==> src/rtl/npc_pkg.sv <==
// Shared constants and helpers for the stage buffer.
// Sizing helpers are constant functions so they can feed localparams.
package npc_pkg;

  localparam int STALL_CNT_W = 32;

  // Pointer width never drops below one bit, even for a single-entry buffer.
  function automatic int ptr_w(input int depth);
    return (depth > 2) ? $clog2(depth) : 1;
  endfunction

  function automatic bit depth_ok(input int depth);
    return (depth >= 1) && (depth <= 64) && ((depth & (depth - 1)) == 0);
  endfunction

  typedef struct packed {
    logic flush;
    logic push;
    logic pop;
  } sb_op_t;

endpackage

==> src/rtl/stage_buffer_mem.sv <==
// Payload storage for stage_buffer: one write port, one asynchronous read
// port, deliberately left without reset.
module stage_buffer_mem #(
  parameter int WIDTH = 32,
  parameter int DEPTH = 2,
  parameter int AW    = 1
) (
  input  logic             clk_i,
  input  logic             we_i,
  input  logic [AW-1:0]    waddr_i,
  input  logic [WIDTH-1:0] wdata_i,
  input  logic [AW-1:0]    raddr_i,
  output logic [WIDTH-1:0] rdata_o
);

  logic [WIDTH-1:0] mem_q [DEPTH];

  always_ff @(posedge clk_i) begin
    if (we_i) mem_q[waddr_i] <= wdata_i;
  end

  assign rdata_o = mem_q[raddr_i];

endmodule

==> src/rtl/stage_buffer.sv <==
// Valid/ready FIFO stage buffer with flush, occupancy and stall counter.
// Optional same-cycle bypass when empty: define STAGE_BUFFER_BYPASS_EN.
module stage_buffer
  import npc_pkg::*;
#(
  parameter int WIDTH = 32,
  parameter int DEPTH = 2
) (
  input  logic                   clk,
  input  logic                   rst,
  input  logic                   s_valid,
  output logic                   s_ready,
  input  logic [WIDTH-1:0]       s_data,
  output logic                   m_valid,
  input  logic                   m_ready,
  output logic [WIDTH-1:0]       m_data,
  input  logic                   flush,
  output logic [$clog2(DEPTH):0] count,
  output logic [STALL_CNT_W-1:0] stall_cnt
);

  localparam int PW = ptr_w(DEPTH);
  localparam int CW = $clog2(DEPTH) + 1;
  localparam logic [PW-1:0] LAST = PW'(DEPTH - 1);
  localparam logic [CW-1:0] FULL = CW'(DEPTH);

  generate
    if (!depth_ok(DEPTH)) begin : g_depth_err
      $error("stage_buffer: DEPTH must be a power of two in 1..64");
    end
  endgenerate

  logic [PW-1:0]          wr_ptr_q, wr_ptr_d;
  logic [PW-1:0]          rd_ptr_q, rd_ptr_d;
  logic [CW-1:0]          count_q, count_d;
  logic [STALL_CNT_W-1:0] stall_q, stall_d;
  logic [WIDTH-1:0]       rd_data;
  logic                   mem_vld;
  logic                   byp;
  sb_op_t                 op;

  // Head of storage is only visible when not being flushed this cycle.
  assign mem_vld = (count_q != '0) & ~flush;

`ifdef STAGE_BUFFER_BYPASS_EN
  assign byp = (count_q == '0) & s_valid & m_ready & ~flush & rst;
`else
  assign byp = 1'b0;
`endif

  assign s_ready = (count_q < FULL) & ~flush & rst;
  assign m_valid = mem_vld | byp;
  assign m_data  = byp ? s_data : (mem_vld ? rd_data : '0);

  // A bypassed payload is consumed directly and never touches storage.
  assign op = '{flush: flush,
                push:  s_valid & s_ready & ~byp,
                pop:   mem_vld & m_ready};

  function automatic logic [PW-1:0] ptr_inc(input logic [PW-1:0] p);
    return (p == LAST) ? '0 : p + 1'b1;
  endfunction

  always_comb begin
    wr_ptr_d = wr_ptr_q;
    rd_ptr_d = rd_ptr_q;
    count_d  = count_q;
    stall_d  = stall_q;
    if (m_valid && !m_ready && stall_q != '1) stall_d = stall_q + 1'b1;
    if (op.flush) begin
      wr_ptr_d = '0;
      rd_ptr_d = '0;
      count_d  = '0;
    end else begin
      if (op.push) wr_ptr_d = ptr_inc(wr_ptr_q);
      if (op.pop)  rd_ptr_d = ptr_inc(rd_ptr_q);
      case ({op.push, op.pop})
        2'b10:   count_d = count_q + 1'b1;
        2'b01:   count_d = count_q - 1'b1;
        default: ;
      endcase
    end
  end

  always_ff @(posedge clk or negedge rst) begin
    if (!rst) begin
      wr_ptr_q <= '0;
      rd_ptr_q <= '0;
      count_q  <= '0;
      stall_q  <= '0;
    end else begin
      wr_ptr_q <= wr_ptr_d;
      rd_ptr_q <= rd_ptr_d;
      count_q  <= count_d;
      stall_q  <= stall_d;
    end
  end

  stage_buffer_mem #(
    .WIDTH (WIDTH),
    .DEPTH (DEPTH),
    .AW    (PW)
  ) u_mem (
    .clk_i   (clk),
    .we_i    (op.push & ~op.flush),
    .waddr_i (wr_ptr_q),
    .wdata_i (s_data),
    .raddr_i (rd_ptr_q),
    .rdata_o (rd_data)
  );

  assign count     = count_q;
  assign stall_cnt = stall_q;

endmodule

==> config.mk <==
export PLATFORM = sky130hd
export DESIGN_NAME = stage_buffer
export DESIGN_NICKNAME = d
export VERILOG_FILES = /design/src/rtl/npc_pkg.sv /design/src/rtl/stage_buffer_mem.sv /design/src/rtl/stage_buffer.sv
export SDC_FILE = /design/constraint.sdc
export NUM_CORES = 1
export LEC_CHECK = 0
export ABC_AREA = 1
export BUFFER_PORTS_ARGS = -buffer_cell sky130_fd_sc_hd__buf_2
export CAP_MARGIN = 20
export CELL_PAD_IN_SITES_DETAIL_PLACEMENT = 0
export CELL_PAD_IN_SITES_GLOBAL_PLACEMENT = 1
export CORE_ASPECT_RATIO = 0.8
export CORE_MARGIN = 2
export CORE_UTILIZATION = 37
export DETAILED_ROUTE_END_ITERATION = 8
export PLACE_DENSITY_LB_ADDON = 0.1
export SKIP_LAST_GASP = 1
export SLEW_MARGIN = 10
export SYNTH_ARGS = -nofsm -noshare
export SYNTH_HDL_FRONTEND = slang
export SYNTH_SLANG_ARGS = --single-unit
==> constraint.sdc <==
create_clock -name clk -period 2.2 [get_ports clk]
set_input_delay 0 -clock clk [delete_from_list [all_inputs] [get_ports clk]]
set_output_delay 0 -clock clk [all_outputs]
set_load 0.02 [all_outputs]
==> metrics.csv <==
metric;value;unit
wl_met2;5260;um
synth_cells;547;
routed_wl;12000;um
dpl-instance-area;5740;sq um
end_kind;flop;
final_util;49.0;%
crit_path_cell_trace;ha_1 > inv_1 > nor2_4 > nand2_4 > nor2_8 > nand2_4 > nand2_8 > inv_4 > nand2_1 > nand2_1;
critPathMaxFanout;26;
ys_ff_latch;100;
critPathLaunch;stall_cnt[0]$_DFFE_PN0P_;
setup_tns;0;ns
drtPass1Iterations;4;
grt_pass1_vias;3749;
route.detailed.drc;0;
rows;37;
ir_worst_vdd;0.436;mV
ys_seq_area_share;56.6;%
topRoutingLayerUsed;met4;
drt_iter0_markers;204;
cts_resized;0;
syn-num-nets;585;
track_usage;17.2;%
power_leakage;0.00308;uW
start_kind;flop;
run_status;finished, final reports clean;
finalSetupViolCount;0;
r2r_cells;10;
crit_family;simple AND/OR/NAND/NOR gates;
cts-root-buf;clkbuf_16;
synth_area;4990;sq um
criticalPathCategory;reg -> reg;
wl_met3;647;um
synth.distinct_cells;29;
cpPeakStageDelay;0.41;ns
cts_buffer_depth;2;
cts_max_level;3;
viasPerCell;4.42;
fin_crit;1.86;ns
dieArea;14400;sq um
holdPathStages;3;
port_buffers;104;
required;2.43;ns
holdPathEnd;rd_ptr_q$_DFFE_PN0P_;
fp.dieW;134;um
final.fill_count;1273;
rr_startpoint;stall_cnt[0]$_DFFE_PN0P_;
core;13000;sq um
gp_congestion;0.876;
cp.arrival;2.09;ns
synth_edf_count;64;
insertion_delay;0.34;ns
grt_max_degree;38;
finalPower;4970;uW
r2r_setup_slack;0.34;ns
drt-met1-wl;5980;um
cts_buffers;9;
hold_class;in -> reg;
worst_path_max_delay_cell;dfrtp_1;
die_h;108;um
post-route-period-util;84.3;%
final_max_slew_viol_count;0;
detail-route-antenna-nets;0;
hold_viol;0;
dp_hpwl;8480;um
yosys_most_used_dff;edfxtp_1;
r2r-end;stall_cnt[13]$_DFFE_PN0P_;
rsz0062_at_grt;no;
synth_warnings;0;
diodes;0;
vias;3863;
wl_per_cell;13.7;um
fin_nets;731;
max-slew-margin-rel;65.5;%
cts_tree;yes;
cp_num_buf_inv;2;
grt_overflow;0;
final_area;6370;sq um
fmax;539;MHz
cts.clk_slew.worst_paths;0.08;ns
cts.sinks;100;
skew;0.0121;ns
power_density;780;nW/um^2
async_flop_share;36.0;%
max_cap_viol_count;0;
grt_pass1_wl;19300;um
pin_count;105;
hp-start;m_ready;
post-cts-setup-buffer-count;0;
antenna_found_initial;0;
synth.avg_cell_area;9.12;sq um
worst_pin_slew;0.517;ns
drive_gt1_share;24.6;%
initial_core_util;38.4;%
area_growth;27.6;%
[metrics by stage]
stage	hold slack (ns)	cells	setup slack (ns)
final	0.00532	873	0.344
after global routing	0.0552	873	0.151
after CTS	0.00315	873	0.331
after detailed placement	0.160	823	0.362
after global placement	0.157	823	0.401
after floorplan	-0.296	547	-0.329
[layout by cell type (no fill, tap or decap)]
cell	n
a21oi_1	1
buf_12	2
buf_2	104
buf_4	7
clkbuf_16	9
clkinv_1	2
clkinv_4	3
clkinvlp_4	1
dfrtp_1	36
dlygate4sd3_1	34
edfxtp_1	64
ha_1	1
inv_1	64
inv_2	1
inv_4	1
inv_8	2
mux2_2	32
nand2_1	228
nand2_2	1
nand2_4	2
nand2_8	1
nand3_1	17
nand3b_1	4
nand4_1	4
nor2_1	50
nor2_2	3
nor2_4	2
nor2_8	1
o21ai_0	2
o21ai_1	3
o21bai_1	1
xnor2_1	7
xor2_1	8
[routing by layer]
metal	track usage, %	vias to the layer above
met4	3.42	0
li1	-	2018
met2	26.4	89
met1	25.2	1747
met3	3.67	9
met5	0	-
[layout make-up]
class | instances | area (sq um) | area share (%)
Timing Repair Buffer | 147 | 953 | 15.0
Multi-Input combinational cell | 368 | 1840 | 28.8
Sequential cell | 100 | 2820 | 44.3
Clock buffer | 9 | 225 | 3.54
Inverter | 67 | 254 | 3.99
Clock inverter | 7 | 60.1 | 0.943
Tap cell | 175 | 219 | 3.44
[logic make-up after synthesis]
group | share of synthesized area, %
DFF | 56.6
adders and majority gates | 0.251
and+or+nand+nor | 25.8
AOI/OAI and AO/OA | 0.752
muxes | 7.22
buffers and inverters | 6.77
xor gates and xnor gates | 2.63
[tightest hold or removal path: stages]
cell	delay, ns
buf_2	0.12
nand2_1	0.10
o21ai_0	0.08
[Yosys cell counts (4+ instances only)]
cell / count / area [sq um]
inv_1: 64 / 240
xor2_1: 8 / 70.1
xnor2_1: 7 / 61.3
nand3_1: 17 / 85.1
nand2_1: 228 / 856
edfxtp_1: 64 / 1920
nand3b_1: 4 / 30.0
nor2_1: 52 / 195
mux2_2: 32 / 360
nand4_1: 4 / 25.0
buf_6: 5 / 56.3
dfrtp_1: 36 / 901
clkbuf_1: 4 / 15.0
[flip-flops by register name, indices dropped and copies added, names as in the netlist]
signal,count
u_mem.mem_q,64
stall_cnt,32
count,2
rd_ptr_q,1
wr_ptr_q,1
[timing repair]
item | CTS | global route
endpoints found under the setup margin | 0 | 0
hold buffers | 34 | 0
endpoints found under the hold margin | 102 | 0
[worst max-delay path by stage]
stage                                              to  slack, ns  depth (start not counted)
after floorplan           u_mem.mem_q[0][0]$_DFFE_PP_      -0.33                          3
after global placement      stall_cnt[29]$_DFFE_PN0P_       0.40                         10
final                       stall_cnt[13]$_DFFE_PN0P_       0.34                         10
after CTS                   stall_cnt[16]$_DFFE_PN0P_       0.33                         10
after global routing        stall_cnt[13]$_DFFE_PN0P_       0.15                         10
after detailed placement    stall_cnt[13]$_DFFE_PN0P_       0.36                         10
[power by group]
group	switching (uW)	leakage (uW)	internal, uW	total [uW]
sequential	78.9	0.00108	2110	2190
combinational	790	0.00187	482	1270
clock	717	0.000137	785	1500
No activity file was read; power rests on OpenSTA's default activity.
